===== src/rtl/defines.sv =====
// ============================================================================
//  File        : defines.sv
//  Description : Shared tbus field ranges used by the tbus arbiter slice.
//  Revision    : 1.0 - initial release
// ============================================================================
`ifndef TBUS_DEFINES_SV
`define TBUS_DEFINES_SV

`define RESULT_RANGE      63:0
`define SRC_RANGE         63:0
`define TBUS_OPTYPE_RANGE 1:0

`endif


===== src/rtl/tbus_arbiter_pkg.sv =====
// ============================================================================
//  Module      : tbus_arbiter_pkg
//  Description : Owner and FSM state encodings shared by the tbus arbiter and
//                its starvation counter.
//  Revision    : 1.0 - initial release
// ============================================================================
`default_nettype none

`ifndef TBUS_DEFINES_SV
`include "defines.sv"
`endif

package tbus_arbiter_pkg;

    // Which requester currently owns the dcache tbus.
    typedef enum logic [1:0] {
        OWNER_NONE  = 2'd0,
        OWNER_LOAD  = 2'd1,
        OWNER_STORE = 2'd2
    } owner_e;

    // Arbiter FSM: IDLE offers a grant, BUSY waits for operation_done.
    typedef enum logic {
        ST_IDLE = 1'b0,
        ST_BUSY = 1'b1
    } state_e;

    // Wide enough for the largest legal starvation limit (255).
    localparam int STARVE_CTR_W = 8;

endpackage

`default_nettype wire


===== src/rtl/tbus_starve_ctr.sv =====
// ============================================================================
//  Module      : tbus_starve_ctr
//  Description : Saturating counter of consecutive store-side losses. Counts
//                up on i_inc, clears on i_clr (clear wins), and flags o_sat
//                once the count reaches LIMIT.
//  Revision    : 1.0 - initial release
// ============================================================================
`default_nettype none

module tbus_starve_ctr
    import tbus_arbiter_pkg::*;
#(
    parameter int LIMIT = 8
) (
    input  logic clock,
    input  logic reset_n,
    input  logic i_inc,
    input  logic i_clr,
    output logic o_sat
);

    localparam logic [STARVE_CTR_W-1:0] c_LIMIT = STARVE_CTR_W'(LIMIT);
    localparam logic [STARVE_CTR_W-1:0] c_ONE   = STARVE_CTR_W'(1);

    logic [STARVE_CTR_W-1:0] r_count;

    // Count losses, hold at the limit, drop to zero when the store wins.
    always_ff @(posedge clock or negedge reset_n) begin
        if (!reset_n) begin
            r_count <= '0;
        end else if (i_clr) begin
            r_count <= '0;
        end else if (i_inc && !o_sat) begin
            r_count <= r_count + c_ONE;
        end
    end

    assign o_sat = (r_count == c_LIMIT);

endmodule

`default_nettype wire


===== src/rtl/tbus_arbiter.sv =====
// ============================================================================
//  Module      : tbus_arbiter
//  Description : Two-requester arbiter (load pipe, store queue) in front of a
//                single dcache tbus. Load has priority; one operation is in
//                flight at a time, with a one-cycle bubble after each done.
//                Optional store anti-starvation is enabled by defining the
//                macro TBUS_ARB_STARVE_EN.
//  Revision    : 1.0 - initial release
// ============================================================================
`default_nettype none

`ifndef TBUS_DEFINES_SV
`include "defines.sv"
`endif

module tbus_arbiter
    import tbus_arbiter_pkg::*;
#(
    parameter int STARVE_LIMIT = 8
) (
    input  logic                      clock,
    input  logic                      reset_n,

    // Load pipe requester
    input  logic                      lsu2arb_tbus_index_valid,
    output logic                      lsu2arb_tbus_index_ready,
    input  logic [`RESULT_RANGE]      lsu2arb_tbus_index,
    input  logic [`SRC_RANGE]         lsu2arb_tbus_write_data,
    input  logic [63:0]               lsu2arb_tbus_write_mask,
    input  logic [`TBUS_OPTYPE_RANGE] lsu2arb_tbus_operation_type,
    output logic [`RESULT_RANGE]      lsu2arb_tbus_read_data,
    output logic                      lsu2arb_tbus_operation_done,

    // Store queue requester
    input  logic                      sq2arb_tbus_index_valid,
    output logic                      sq2arb_tbus_index_ready,
    input  logic [`RESULT_RANGE]      sq2arb_tbus_index,
    input  logic [`SRC_RANGE]         sq2arb_tbus_write_data,
    input  logic [63:0]               sq2arb_tbus_write_mask,
    input  logic [`TBUS_OPTYPE_RANGE] sq2arb_tbus_operation_type,
    output logic [`RESULT_RANGE]      sq2arb_tbus_read_data,
    output logic                      sq2arb_tbus_operation_done,

    // Dcache side
    output logic                      arb2dcache_tbus_index_valid,
    input  logic                      arb2dcache_tbus_index_ready,
    output logic [`RESULT_RANGE]      arb2dcache_tbus_index,
    output logic [`SRC_RANGE]         arb2dcache_tbus_write_data,
    output logic [63:0]               arb2dcache_tbus_write_mask,
    output logic [`TBUS_OPTYPE_RANGE] arb2dcache_tbus_operation_type,
    input  logic [`RESULT_RANGE]      arb2dcache_tbus_read_data,
    input  logic                      arb2dcache_tbus_operation_done
);

    state_e r_state;
    state_e w_state_nxt;
    owner_e r_owner;
    owner_e w_owner_nxt;
    owner_e w_winner;

    logic   w_force_store;
    logic   w_arb_valid;
    logic   w_lsu_ready;
    logic   w_sq_ready;
    logic   w_lsu_done;
    logic   w_sq_done;

`ifdef TBUS_ARB_STARVE_EN
    logic   w_starve_inc;
    logic   w_starve_sat;

    // A store that keeps losing while IDLE accumulates; a store grant clears.
    assign w_starve_inc = (r_state == ST_IDLE) && sq2arb_tbus_index_valid && !w_sq_ready;

    tbus_starve_ctr #(
        .LIMIT   (STARVE_LIMIT)
    ) u_starve_ctr (
        .clock   (clock),
        .reset_n (reset_n),
        .i_inc   (w_starve_inc),
        .i_clr   (w_sq_ready),
        .o_sat   (w_starve_sat)
    );

    assign w_force_store = w_starve_sat && sq2arb_tbus_index_valid;
`else
    logic [7:0] w_unused_limit;

    // Strict load priority: the limit has no effect in this build.
    assign w_unused_limit = 8'(STARVE_LIMIT);
    assign w_force_store  = 1'b0;
`endif

    // Pick the requester that would win if a grant were offered this cycle.
    always_comb begin
        w_winner = OWNER_NONE;
        if (lsu2arb_tbus_index_valid && !w_force_store) begin
            w_winner = OWNER_LOAD;
        end else if (sq2arb_tbus_index_valid) begin
            w_winner = OWNER_STORE;
        end
    end

    // Payload follows the store only when it wins; otherwise the load payload
    // is driven so the bus never floats to X.
    assign arb2dcache_tbus_index          = (w_winner == OWNER_STORE) ? sq2arb_tbus_index          : lsu2arb_tbus_index;
    assign arb2dcache_tbus_write_data     = (w_winner == OWNER_STORE) ? sq2arb_tbus_write_data     : lsu2arb_tbus_write_data;
    assign arb2dcache_tbus_write_mask     = (w_winner == OWNER_STORE) ? sq2arb_tbus_write_mask     : lsu2arb_tbus_write_mask;
    assign arb2dcache_tbus_operation_type = (w_winner == OWNER_STORE) ? sq2arb_tbus_operation_type : lsu2arb_tbus_operation_type;

    // State and owner registers; reset abandons any in-flight operation.
    always_ff @(posedge clock or negedge reset_n) begin
        if (!reset_n) begin
            r_state <= ST_IDLE;
            r_owner <= OWNER_NONE;
        end else begin
            r_state <= w_state_nxt;
            r_owner <= w_owner_nxt;
        end
    end

    // Next-state and handshake outputs; reset_n gates every strobe so nothing
    // leaks out while reset is held.
    always_comb begin
        w_state_nxt = r_state;
        w_owner_nxt = r_owner;
        w_arb_valid = 1'b0;
        w_lsu_ready = 1'b0;
        w_sq_ready  = 1'b0;
        w_lsu_done  = 1'b0;
        w_sq_done   = 1'b0;
        case (r_state)
            ST_IDLE: begin
                w_arb_valid = reset_n && (w_winner != OWNER_NONE);
                w_lsu_ready = reset_n && (w_winner == OWNER_LOAD)  && arb2dcache_tbus_index_ready;
                w_sq_ready  = reset_n && (w_winner == OWNER_STORE) && arb2dcache_tbus_index_ready;
                if (w_arb_valid && arb2dcache_tbus_index_ready) begin
                    w_state_nxt = ST_BUSY;
                    w_owner_nxt = w_winner;
                end
            end
            ST_BUSY: begin
                w_lsu_done = reset_n && (r_owner == OWNER_LOAD)  && arb2dcache_tbus_operation_done;
                w_sq_done  = reset_n && (r_owner == OWNER_STORE) && arb2dcache_tbus_operation_done;
                if (arb2dcache_tbus_operation_done) begin
                    w_state_nxt = ST_IDLE;
                    w_owner_nxt = OWNER_NONE;
                end
            end
            default: begin
                w_state_nxt = ST_IDLE;
                w_owner_nxt = OWNER_NONE;
            end
        endcase
    end

    assign arb2dcache_tbus_index_valid = w_arb_valid;
    assign lsu2arb_tbus_index_ready    = w_lsu_ready;
    assign sq2arb_tbus_index_ready     = w_sq_ready;
    assign lsu2arb_tbus_operation_done = w_lsu_done;
    assign sq2arb_tbus_operation_done  = w_sq_done;

    // Read data is a plain broadcast; only the done strobe is steered.
    assign lsu2arb_tbus_read_data = arb2dcache_tbus_read_data;
    assign sq2arb_tbus_read_data  = arb2dcache_tbus_read_data;

endmodule

`default_nettype wire


===== config.mk =====
export PLATFORM = sky130hd
export DESIGN_NAME = tbus_arbiter
export DESIGN_NICKNAME = d
export VERILOG_FILES = /design/src/rtl/tbus_arbiter_pkg.sv /design/src/rtl/tbus_starve_ctr.sv /design/src/rtl/tbus_arbiter.sv
export VERILOG_INCLUDE_DIRS = /design/src /design/src/rtl
export SDC_FILE = /design/constraint.sdc
export NUM_CORES = 1
export LEC_CHECK = 0
export BUFFER_PORTS_ARGS = -buffer_cell sky130_fd_sc_hd__buf_2
export CAP_MARGIN = 20
export CORE_AREA = 2 2 309 311
export DETAILED_ROUTE_END_ITERATION = 7
export DIE_AREA = 0 0 311 313
export PLACE_DENSITY_LB_ADDON = 0.25
export SLEW_MARGIN = 30
export SYNTH_ARGS = -nofsm -noshare
export SYNTH_HDL_FRONTEND = slang
export SYNTH_SLANG_ARGS = --single-unit

===== constraint.sdc =====
create_clock -name clock -period 1.35 [get_ports clock]
set_clock_uncertainty 0.2 [all_clocks]
set_input_delay 0 -clock clock [delete_from_list [all_inputs] [get_ports clock]]
set_output_delay 0 -clock clock [all_outputs]
set_load 0.05 [all_outputs]

==> Word-level counts from Yosys, hierarchy flattened <==
Cells that the tools add are included.
{ "word_totals": {"register_bits": 3, "input_bits": 458} }
{ "op_classes": {"n_eq_ne": 6, "n_mux": 17, "n_bitwise": 1, "n_reduce_logical": 12} }
{ "op_table": {"columns": ["operator", "count"], "rows": [
  ["64-bit two-way mux", 3],
  ["1-bit logical AND", 10],
  ["2-bit two-way mux", 5],
  ["1-bit two-way mux", 7],
  ["2-bit by 1-bit equality test with 1-bit output (second input constant)", 2],
  ["2-bit equality test (second input constant)", 2],
  ["2-bit inequality test (second input constant)", 2],
  ["2-bit one-hot mux with 2 select lines", 1],
  ["1-bit one-hot mux with 2 select lines", 1],
  ["2-bit AND reduction", 1],
  ["2-bit nonzero test", 1],
  ["1-bit NOT", 1]
]} }

==> Longest topological paths before layout <==
Gate-level depths: netlist (run 1).
{ "depth": {"depth_word": 7, "mapped_depth": 5, "depth_no_buf": 2} }

==> Worst setup path before layout (run 1) <==
OpenSTA, ideal clock, no wires.
{ "synth_timing": {"path_type": "flip-flop to output port", "startpoint": "reg r_state", "endpoint": "out sq2arb_tbus_index_ready", "arrival_time_ps": 1774, "required_time_ps": 1150, "slack_ps": -624, "path_stages_with_launch": 3, "n_path_buf": 0, "path_cell_list": "dfrtp_1 -> nand3b_1 -> nor3b_1"} }
{ "synth_via": {"elab_chain_cells": 1} }
{ "synth_lines": {"columns": ["element", "line_no", "text"], "rows": [
  ["start: declaration", "tbus_arbiter.sv:55", "state_e r_state;"],
  ["start signal: assignment", "tbus_arbiter.sv:117", "r_state <= w_state_nxt;"],
  ["1-bit two-way mux", "tbus_arbiter.sv:132", "case (r_state)"],
  ["end: declaration", "tbus_arbiter.sv:36", "output logic sq2arb_tbus_index_ready,"]
]} }
No other way between the ends.

==> Worst setup path after layout (run 1) <==
Ends and elaborated chain as after synthesis.

==> PnR_summary.wiki, run 1 <==
{| class="wikitable"
! Metric !! Value
|-
| Area enclosed by the die boundary || 97300 um2
|-
| Worst min-delay path category || in2reg
|-
| Cell-by-cell trace of the critical path || nand3b_1, nor3b_2, buf_12
|-
| Critical path data required time || 1150 ps
|-
| Status || finished with violations
|-
| Crit path capture type || primary output
|-
| Met2 WL || 19200 um
|-
| Final non-filler cell area || 10600 um2
|-
| Core occupancy in the finished layout || 11.3%
|-
| Average wire per standard cell || 18.9 um
|-
| Mapped cell area || 4280 um2
|-
| VDD IR-drop max || 0.431 mV
|-
| GR Util All Layers || 7.88%
|-
| Register bit count reported by yosys || 3
|-
| Routed wire length || 41700 um
|-
| Synthesized netlist net count || 821
|-
| Met3 WL || 3980 um
|-
| Nets || 1395
|-
| Overflow left after global routing || 0
|-
| Number of placed I/O pins || 785
|-
| Clock transition at path regs || 30 ps
|-
| Initial Util || 4.55%
|-
| Number of filler cells placed in the layout || 10900
|-
| Sum Neg Setup Slack || -18490 ps
|-
| Fin. max-slew vios || 0
|-
| Number of antenna violations at the first check in global routing || 44
|-
| Count of port buffers added during placement || 592
|-
| Final Wtd Congestion || 0.809
|-
| Distinct cells, synth || 21
|-
| Peak Freq || 0.662 GHz
|-
| Largest net degree at the start of global routing || 17
|-
| Data arrival time at the worst-slack endpoint || 1310 ps
|-
| DRC violations left || 0
|-
| Top routing layer in use || met5
|-
| Max Buffers Root-to-Sink || 2
|-
| Count of final hold-check violations || 0
|-
| Yosys synthesis warning count || 0
|-
| Post-route clock period utilization || 112%
|-
| Clock latency on the worst-skew pair || 220 ps
|-
| Wire length of the first global-routing pass || 52100 um
|-
| Total routed wire length on the met1 layer || 17700 um
|-
| Via count of the first global-routing pass || 5637
|-
| Transition time at the pin with the least slew margin || 1040 ps
|-
| Sequential fraction of the synthesis area || 1.75%
|-
| Minimum hold slack || 9.23 ps
|-
| Total chip power || 6.43 mW
|-
| Worst path max stage delay || 420 ps
|-
| Commonest cells after routing, fill and taps aside || buf_2, mux2_4, buf_6
|-
| Vias per Instance || 2.41
|-
| Layout Area Growth over Synthesis || 148%
|-
| Startpoint type of the worst setup path || flop
|-
| Site Rows || 113
|-
| Cell with the largest stage delay on the worst path || dfrtp_2
|-
| Synth Instances || 363
|-
| Final period demand of the worst path || 1510 ps
|-
| Maximum capacitance violations || 0
|-
| Post-DP HPWL || 36100 um
|-
| Leakage dissipation || 5.48 nW
|-
| Number of sinks handled by clock tree synthesis || 3
|-
| Pre-antenna DRT Iters || 4
|-
| Synthesized area per cell || 11.8 um2
|-
| Pre-CTS setup slack || -315 ps
|-
| Worst relative slew slack || 30.9%
|-
| Initial DRC Count || 133
|-
| Final Non-Filler Cells || 2205
|-
| Type of the setup path with the least slack || reg2out
|-
| Die Height || 313 um
|-
| Final setup violation count || 198
|-
| Placed insts || 2109
|-
| Core box area || 94200 um2
|-
| Placed inst area || 7990 um2
|-
| Num CTS Buffers || 3
|-
| Depth of the CTS H-tree || 1
|-
| CP Max Fanout || 3
|-
| Most common library cell in the layout ignoring fill and taps || buf_2
|-
| Root Driver || clkbuf_16
|-
| Cell area power density || 605 nW/um2
|-
| Proportion of layout cells with a drive suffix above 1 || 92.9%
|-
| Worst setup margin || -160 ps
|-
| Die Wd || 311 um
|-
| Vias || 5321
|-
| Post-route antenna net violation count || 0
|-
| Unrepaired setup endpoints after global routing || true
|-
| TritonCTS clock tree || built
|-
| Violated checks || setup timing
|}
## final cells by class
| cell class | instances | area (um2) | share of cell area (%) |
|---|---|---|---|
| tap | 1265 | 1580 | 14.9 |
| timing repair buffer | 719 | 5840 | 54.9 |
| antenna | 4 | 10.0 | 0.0942 |
| multi-input combinational | 209 | 3040 | 28.6 |
| clock buffer | 4 | 78.8 | 0.742 |
| sequential | 3 | 76.3 | 0.718 |
| inverter | 1 | 3.75 | 0.0353 |
## sequential cells by signal, indices dropped and copies added, names as in the netlist
| name | cells |
|---|---|
| r_state | 1 |
| r_owner | 2 |
## metal layers
metal	track usage, %	vias up
met5	0	-
met4	0.758	10
met3	2.18	68
met2	13.3	518
met1	10.3	2413
li1	-	2312
## synth_stat cells
library cell    n  area share (%)
mux2_2         34             8.9
buf_6           2            0.53
nand2_1         1           0.088
inv_1           1           0.088
nand4b_1        1            0.20
nand3_1         1            0.12
a31o_2          1            0.20
buf_8           6             2.1
and4b_1         1            0.23
buf_12         11             5.1
buf_4         128              22
o22ai_1         1            0.15
dfrtp_1         3             1.8
buf_2           3            0.35
nor2_1          1           0.088
a21bo_2         1            0.23
a21oi_1         1            0.12
nand3b_1        1            0.18
nor3b_1         4            0.70
mux2_4        160              56
nor2b_2         1            0.20
## worst max-delay path, delay by kind of cell (launching register included)
kind                   cells  cell delay (ps)
flip-flops                 1              420
AND/OR/NAND/NOR            2              470
buffers and inverters      1              180
## where the power goes
group | internal [mW] | switching [mW] | total (mW)
registers | 0.107 | 0.0198 | 0.127
logic | 2.35 | 3.49 | 5.84
clock network | 0.389 | 0.0752 | 0.464
## cells by family (layout without fill, tap and decap cells)
logic type,count (synthesis),count (layout),share of synthesized area [%]
muxes,194,194,65.1
buffers and inverters,151,724,30.7
and+or+nand+nor,11,11,1.81
AOI/OAI and AO/OA,4,4,0.702
DFF,3,3,1.75
other,0,4,0
## path summary, 6_finish.rpt
path | end | slack, ps | start | cells past startpoint
setup / recovery | sq2arb_tbus_index_ready | -160 | r_state | 3
hold / removal | r_state | 9 | sq2arb_tbus_index_valid | 4
setup reg to reg | r_owner[0] | -60 | r_state | 4
hold reg to reg | r_owner[0] | 390 | r_owner[0] | 1
max in group asynchronous | r_state | 740 | reset_n | 2
min in group asynchronous | r_state | 40 | reset_n | 2
## repair_timing
action | 4_1_cts | 5_1_grt
hold buffers | 68 | 0
gates cloned | 4 | 4
buffers inserted | 7 | 6
endpoints found under the hold margin | 134 | 0
gates resized for setup | 381 | 122
endpoints found under the setup margin | 199 | 305
pin swaps | 3 | 2
Note: power is estimated with default switching activity, not from simulation.
==> run 2: changes to the inputs <==
Settings changed: CELL_PAD_IN_SITES_DETAIL_PLACEMENT set to 0, CELL_PAD_IN_SITES_GLOBAL_PLACEMENT set to 1, CORE_AREA 2 2 309 311 to 2 2 308 310, DIE_AREA 0 0 311 313 to 0 0 310 312.
==> run 2 against run 1 <==
Effect of this change: the flow finishes with violations (hold timing, setup timing); largest power group unchanged; largest cell class unchanged; total power down 4.0%; non-clock buffer count down 9; sequential power about the same; cell area down 3.7%; utilization down 0.29 points; wire length down 6.6%; critical endpoint unchanged; combinational power down 4.5%.
==> PnR_summary.wiki, run 2 (synthesized netlist as in run 1, its figures left out) <==
{| class="wikitable"
! Metric !! Value
|-
| Status || finished with violations
|-
| Violated checks || hold timing, setup timing
|-
| Placed insts || 2092 (-0.81%)
|-
| Reg-to-reg setup timing slack || 20 ps (+80 ps)
|-
| Fin. max-slew vios || 0 (unchanged)
|-
| Overflow left after global routing || 0 (unchanged)
|-
| Final setup violation count || 191 (-3.5%)
|-
| Proportion of power drawn by flip-flops and latches || 2.1% (about the same)
|-
| FF+latch area || 76.3 um2 (unchanged)
|-
| Post-route antenna net violation count || 0 (unchanged)
|-
| Layout Area Growth over Synthesis || 139%
|-
| Number of filler cells placed in the layout || 10800 (-0.63%)
|-
| Cell with the largest stage delay on the worst path || dfrtp_2
|-
| Register with the highest flop count || r_owner
|-
| Data arrival time at the worst-slack endpoint || 1310 ps (about the same)
|-
| Switching part of the total power || 56.6% (+0.90 points)
|-
| Number of placed I/O pins || 785 (unchanged)
|-
| Number of antenna violations at the first check in global routing || 49 (+11%)
|-
| Proportion of layout cells with a drive suffix above 1 || 92.1% (-0.82 points)
|-
| Depth of the CTS H-tree || 1 (unchanged)
|-
| Core occupancy in the finished layout || 11.0% (-0.29 points)
|-
| Minimum hold slack || -16.6 ps (-25.8 ps)
|-
| Area enclosed by the die boundary || 96700 um2 (-0.64%)
|-
| Wire length of the first global-routing pass || 45600 um (-12%)
|-
| Max Buffers Root-to-Sink || 2 (unchanged)
|-
| Number of sinks handled by clock tree synthesis || 3 (unchanged)
|-
| GR Util All Layers || 6.97% (-0.91 points)
|-
| Maximum capacitance violations || 0 (unchanged)
|-
| Critical path data required time || 1150 ps (about the same)
|-
| Worst relative slew slack || 31.9% (+1.0 points)
|-
| Launch point of the critical path || r_state
|-
| Peak Freq || 0.663 GHz (+0.13%)
|-
| Final period demand of the worst path || 1510 ps (-1.90 ps)
|-
| Final Non-Filler Cells || 2201 (-0.18%)
|-
| Startpoint type of the worst setup path || flop
|-
| Post-DP HPWL || 34900 um (-3.3%)
|-
| Largest registers ranked by flip-flop count || r_owner: 2 flops, r_state: 1 flops
|-
| Routed wire length || 39000 um (-6.6%)
|-
| Via count of the first global-routing pass || 5454 (-3.2%)
|-
| Clock latency on the worst-skew pair || 220 ps (about the same)
|-
| Root Driver || clkbuf_16
|-
| Unrepaired setup endpoints after global routing || true
|-
| Critical path buffer and inverter count || 1 (unchanged)
|-
| Internal Pwr Total || 2.68 mW (-6.0%)
|-
| Average wire per standard cell || 17.7 um (-6.4%)
|-
| Count of final hold-check violations || 1 (+1)
|-
| Critical R2R Capture || r_owner[0]
|-
| Clock transition at path regs || 30 ps (about the same)
|-
| Site Rows || 112 (-0.88%)
|-
| Total chip power || 6.17 mW (-4.0%)
|-
| Vias per Instance || 2.40 (-0.35%)
|-
| Worst setup path endpoint || sq2arb_tbus_index_ready
|-
| Crit path capture type || primary output
|-
| Clock group share of total power || 7.5% (+0.3 points)
|-
| Count of port buffers added during placement || 592 (unchanged)
|-
| Critical register-to-register path startpoint || r_state
|-
| Type of the setup path with the least slack || reg2out
|-
| Final Wtd Congestion || 0.789 (-2.5%)
|-
| Core box area || 93000 um2 (-1.2%)
|-
| Cell-by-cell trace of the critical path || nand3b_1, nor3b_2, buf_12
|-
| Die Wd || 310 um (-0.32%)
|-
| Leakage dissipation || 5.36 nW (-2.1%)
|-
| Transition time at the pin with the least slew margin || 1030 ps (-15.1 ps)
|-
| Cell area power density || 603 nW/um2 (-0.37%)
|-
| Largest net degree at the start of global routing || 22 (+5)
|-
| Die Height || 312 um (-0.32%)
|-
| Crit. path cell count || 3 (unchanged)
|-
| Commonest cells after routing, fill and taps aside || buf_2, mux2_4, buf_6
|-
| Vias || 5293 (-0.53%)
|-
| Pre-antenna DRT Iters || 4 (unchanged)
|-
| TritonCTS clock tree || built
|-
| Cell depth of the worst flop-to-flop path || 3 (-1)
|-
| CP Max Fanout || 6 (+3)
|-
| VDD IR-drop max || 0.330 mV (-23%)
|-
| Footprint of the multi-input gates || 3020 um2 (-0.78%)
|-
| Most common library cell in the layout ignoring fill and taps || buf_2
|-
| Initial Util || 4.60% (+0.054 points)
|-
| Initial DRC Count || 102 (-23%)
|-
| Family with the most delay on the worst path || simple AND/OR/NAND/NOR gates
|-
| Post-route clock period utilization || 112% (-0.14 points)
|-
| Worst path max stage delay || 420 ps (about the same)
|-
| Worst setup margin || -158 ps (+1.90 ps)
|-
| Num CTS Buffers || 3 (unchanged)
|-
| Comb power frac || 90.4% (-0.4 points)
|-
| Nets || 1386 (-0.65%)
|-
| Net switching component of the power || 3.49 mW (-2.5%)
|-
| DRC violations left || 0 (unchanged)
|-
| Max FFs per register || 2 (unchanged)
|-
| Worst min-delay path category || in2reg
|}
[run 2: area by class of cell]
class / instances / share of cell area, %
inverter: 1 / 0.0367
antenna: 20 / 0.489
multi-input combinational: 209 / 29.5
clock buffer: 4 / 0.770
tap: 1254 / 15.3
timing repair buffer: 710 / 53.1
sequential: 3 / 0.745
[run 2: worst min path at each step]
stage,startpoint,end,slack [ps],cells after the start
2_1_floorplan,reset_n,r_owner[0],-500,0
3_3_place_gp,reset_n,r_owner[0],-370,1
3_5_place_dp,reset_n,r_owner[1],-370,1
4_1_cts,reset_n,r_owner[0],20,2
5_1_grt,sq2arb_tbus_index_valid,r_state,30,4
6_report,sq2arb_tbus_index_valid,r_state,-20,4
[run 2: routing by layer]
layer	GRT usage, %	vias up	wire length, um
met5	0	-	115
met4	1.53	18	1060
met3	4.42	93	5810
met2	12.2	529	18600
met1	6.92	2336	13400
li1	-	2317	-
[run 2: power by group through the flow]
stage	clock [mW]	sequential (mW)	combinational (mW)
after global routing	0.486	0.129	5.81
after global placement	0	0.127	4.00
after floorplan	0	0.125	3.78
final	0.466	0.127	5.58
after CTS	0.472	0.127	5.19
after detailed placement	0	0.128	4.00
[run 2: repair_timing]
action	in CTS	in global routing
pin swaps	3	0
hold endpoints to repair	134	0
hold buffers	68	0
setup buffers	4	5
cloned	0	8
resized for setup	151	294
endpoints found under the setup margin	190	316
[run 2: stage by stage]
stage | TNS (ps) | instance area [um2] | worst slack, ps
2_1_floorplan | -160 | 4310 | -160
3_3_place_gp | -19210 | 7950 | -157
3_5_place_dp | -20020 | 7950 | -168
4_1_cts | -21780 | 9210 | -171
5_1_grt | -18560 | 10200 | -205
6_report | -9710 | 10200 | -158
[run 2: worst reg2reg max path, delay by kind of cell (launching register included)]
kind / cells / cell delay [ps]
simple gates: 1 / 280
compound gates: 1 / 200
buf+inv: 1 / 150
flops: 1 / 390
==> run 3: changes to the inputs <==
Settings changed: SKIP_LAST_GASP set to 1.
==> run 3 against run 2 <==
Effect of this change: the run ends with setup timing left; largest cell class unchanged; die area is the same; total power fell by 10%; maximum frequency shrank 0.36%; wire length shrank 3.9%; first-iteration DRC count shrank 4.9%; non-clock buffer count fell by 10; clock-buffer cell count unchanged; via count down 2.1%; highest routed layer unchanged; flip-flop and latch count stayed put.
==> PnR_summary.wiki, run 3 (synthesized netlist as in run 1, its figures left out) <==
{| class="wikitable"
! Metric !! Value
|-
| Register with the highest flop count || r_owner
|-
| Overflow left after global routing || 0 (unchanged)
|-
| Proportion of layout cells with a drive suffix above 1 || 91.9% (-0.19 points)
|-
| Type of the setup path with the least slack || reg2out
|-
| Minimum hold slack || 11.2 ps (+27.8 ps)
|-
| Area enclosed by the die boundary || 96700 um2 (unchanged)
|-
| Post-route antenna net violation count || 0 (unchanged)
|-
| Number of antenna violations at the first check in global routing || 49 (unchanged)
|-
| Status || finished with violations
|-
| TritonCTS clock tree || built
|-
| Clock transition at path regs || 30 ps (about the same)
|-
| Pre-antenna DRT Iters || 4 (unchanged)
|-
| Average wire per standard cell || 17.1 um (-3.3%)
|-
| VDD IR-drop max || 0.334 mV (+1.2%)
|-
| Cell area power density || 622 nW/um2 (+3.3%)
|-
| Count of final hold-check violations || 0 (-1)
|-
| GR Util All Layers || 6.95% (-0.024 points)
|-
| Final Wtd Congestion || 0.789 (unchanged)
|-
| Commonest cells after routing, fill and taps aside || buf_2, mux2_4, dlygate4sd3_1
|-
| Clock latency on the worst-skew pair || 220 ps (about the same)
|-
| Startpoint type of the worst setup path || flop
|-
| Worst relative slew slack || 31.3% (-0.62 points)
|-
| Unrepaired setup endpoints after global routing || true
|-
| Die Height || 312 um (unchanged)
|-
| Number of filler cells placed in the layout || 11000 (+1.2%)
|-
| Core box area || 93000 um2 (unchanged)
|-
| Num CTS Buffers || 3 (unchanged)
|-
| Leakage dissipation || 4.35 nW (-19%)
|-
| Cell depth of the worst flop-to-flop path || 4 (+1)
|-
| Data arrival time at the worst-slack endpoint || 1310 ps (about the same)
|-
| Number of placed I/O pins || 785 (unchanged)
|-
| Max FFs per register || 2 (unchanged)
|-
| Critical path buffer and inverter count || 1 (unchanged)
|-
| Nets || 1376 (-0.72%)
|-
| Vias || 5183 (-2.1%)
|-
| Depth of the CTS H-tree || 1 (unchanged)
|-
| Wire length of the first global-routing pass || 45400 um (-0.45%)
|-
| DRC violations left || 0 (unchanged)
|-
| Worst min-delay path category || in2reg
|-
| Critical register-to-register path startpoint || r_state
|-
| Max Buffers Root-to-Sink || 2 (unchanged)
|-
| Number of sinks handled by clock tree synthesis || 3 (unchanged)
|-
| Largest registers ranked by flip-flop count || r_owner: 2 flops, r_state: 1 flops
|-
| Endpoint with the worst hold slack || r_state
|-
| CP Max Fanout || 6 (unchanged)
|-
| Total chip power || 5.53 mW (-10%)
|-
| Final setup violation count || 315 (+65%)
|-
| Die Wd || 310 um (unchanged)
|-
| Layout Area Growth over Synthesis || 108%
|-
| Fin. max-slew vios || 0 (unchanged)
|-
| Post-route clock period utilization || 112% (+0.41 points)
|-
| Largest net degree at the start of global routing || 22 (unchanged)
|-
| Crit path capture type || primary output
|-
| Violated checks || setup timing
|-
| Hold_sp || sq2arb_tbus_index_valid
|-
| Critical path data required time || 1150 ps (about the same)
|-
| Family with the most delay on the worst path || simple AND/OR/NAND/NOR gates
|-
| Cell-by-cell trace of the critical path || nand3b_1, nor3b_2, buf_12
|-
| Reg-to-reg setup timing slack || 60 ps (+40 ps)
|-
| Peak Freq || 0.661 GHz (-0.36%)
|-
| Cell with the largest stage delay on the worst path || dfrtp_2
|-
| Site Rows || 112 (unchanged)
|-
| Vias per Instance || 2.37 (-1.5%)
|-
| Most common library cell in the layout ignoring fill and taps || buf_2
|-
| Final period demand of the worst path || 1510 ps (+5.48 ps)
|-
| Count of port buffers added during placement || 592 (unchanged)
|-
| Worst path max stage delay || 420 ps (about the same)
|-
| Post-DP HPWL || 34900 um (unchanged)
|-
| Root Driver || clkbuf_16
|-
| Worst setup margin || -163 ps (-5.48 ps)
|-
| Routed wire length || 37500 um (-3.9%)
|-
| Initial DRC Count || 97 (-4.9%)
|-
| Maximum capacitance violations || 0 (unchanged)
|-
| Initial Util || 4.60% (unchanged)
|-
| Pre-CTS setup slack || -168 ps (unchanged)
|-
| Worst Hold Depth || 4 (unchanged)
|-
| Transition time at the pin with the least slew margin || 1030 ps (+1.44 ps)
|-
| Via count of the first global-routing pass || 5394 (-1.1%)
|-
| Core occupancy in the finished layout || 9.55% (-1.5 points)
|-
| Critical R2R Capture || r_owner[1]
|}
run 3: power by group:
group | internal, mW | total [mW] | switching, mW
clock network | 0.389 | 0.467 | 0.0776
logic | 1.66 | 4.94 | 3.27
registers | 0.107 | 0.127 | 0.0205
total | 2.16 | 5.53 | 3.37
run 3: how the worst max path moves through the flow:
stage                              from                        end  slack (ps)  depth (start not counted)
2_1_floorplan                   r_state    sq2arb_tbus_index_ready        -160                          2
3_3_place_gp   lsu2arb_tbus_index_valid  arb2dcache_tbus_index[26]        -160                          6
3_5_place_dp   lsu2arb_tbus_index_valid  arb2dcache_tbus_index[26]        -170                          6
4_1_cts                         r_state    sq2arb_tbus_index_ready        -170                          3
5_1_grt                         r_state    sq2arb_tbus_index_ready        -210                          3
6_report                        r_state    sq2arb_tbus_index_ready        -160                          3
run 3: metrics by stage:
step,cells,area (um2),TNS [ps]
after floorplan,363,4310,-160
after global placement,2092,7950,-19210
after detailed placement,2092,7950,-20020
after CTS,2168,8820,-24840
after global routing,2174,8850,-32170
final,2187,8880,-20260
run 3: what timing repair did:
item / in CTS / in global routing
endpoints found under the setup margin: 190 / 316
pin swaps: 3 / 0
hold endpoints to repair: 134 / 0
hold buffers: 68 / 0
setup buffers: 4 / 2
cloned: 0 / 1
resized for setup: 23 / 3
run 3: layout make-up:
type	instances	area (um2)	share of cell area [%]
clock buffer	4	78.8	0.887
multi-input combinational	209	2940	33.1
inverter	1	3.75	0.0422
tap	1254	1570	17.7
timing repair buffer	700	4180	47.0
sequential	3	76.3	0.859
antenna	16	40.0	0.451
run 3: routing by layer:
layer / wire length (um) / vias to the layer above / GRT usage (%) / share of wire (%)
met5: 114 / - / 0 / 0.30
met4: 895 / 18 / 1.53 / 2.4
met3: 5950 / 90 / 4.46 / 16
met2: 17700 / 533 / 12.1 / 47
met1: 12800 / 2257 / 6.88 / 34
li1: - / 2285 / - / -
run 3: worst min-delay path, cell delays in order:
cell	delay, ps
buf_2	90
buf_4	120
nor2_1	60
o22ai_1	110
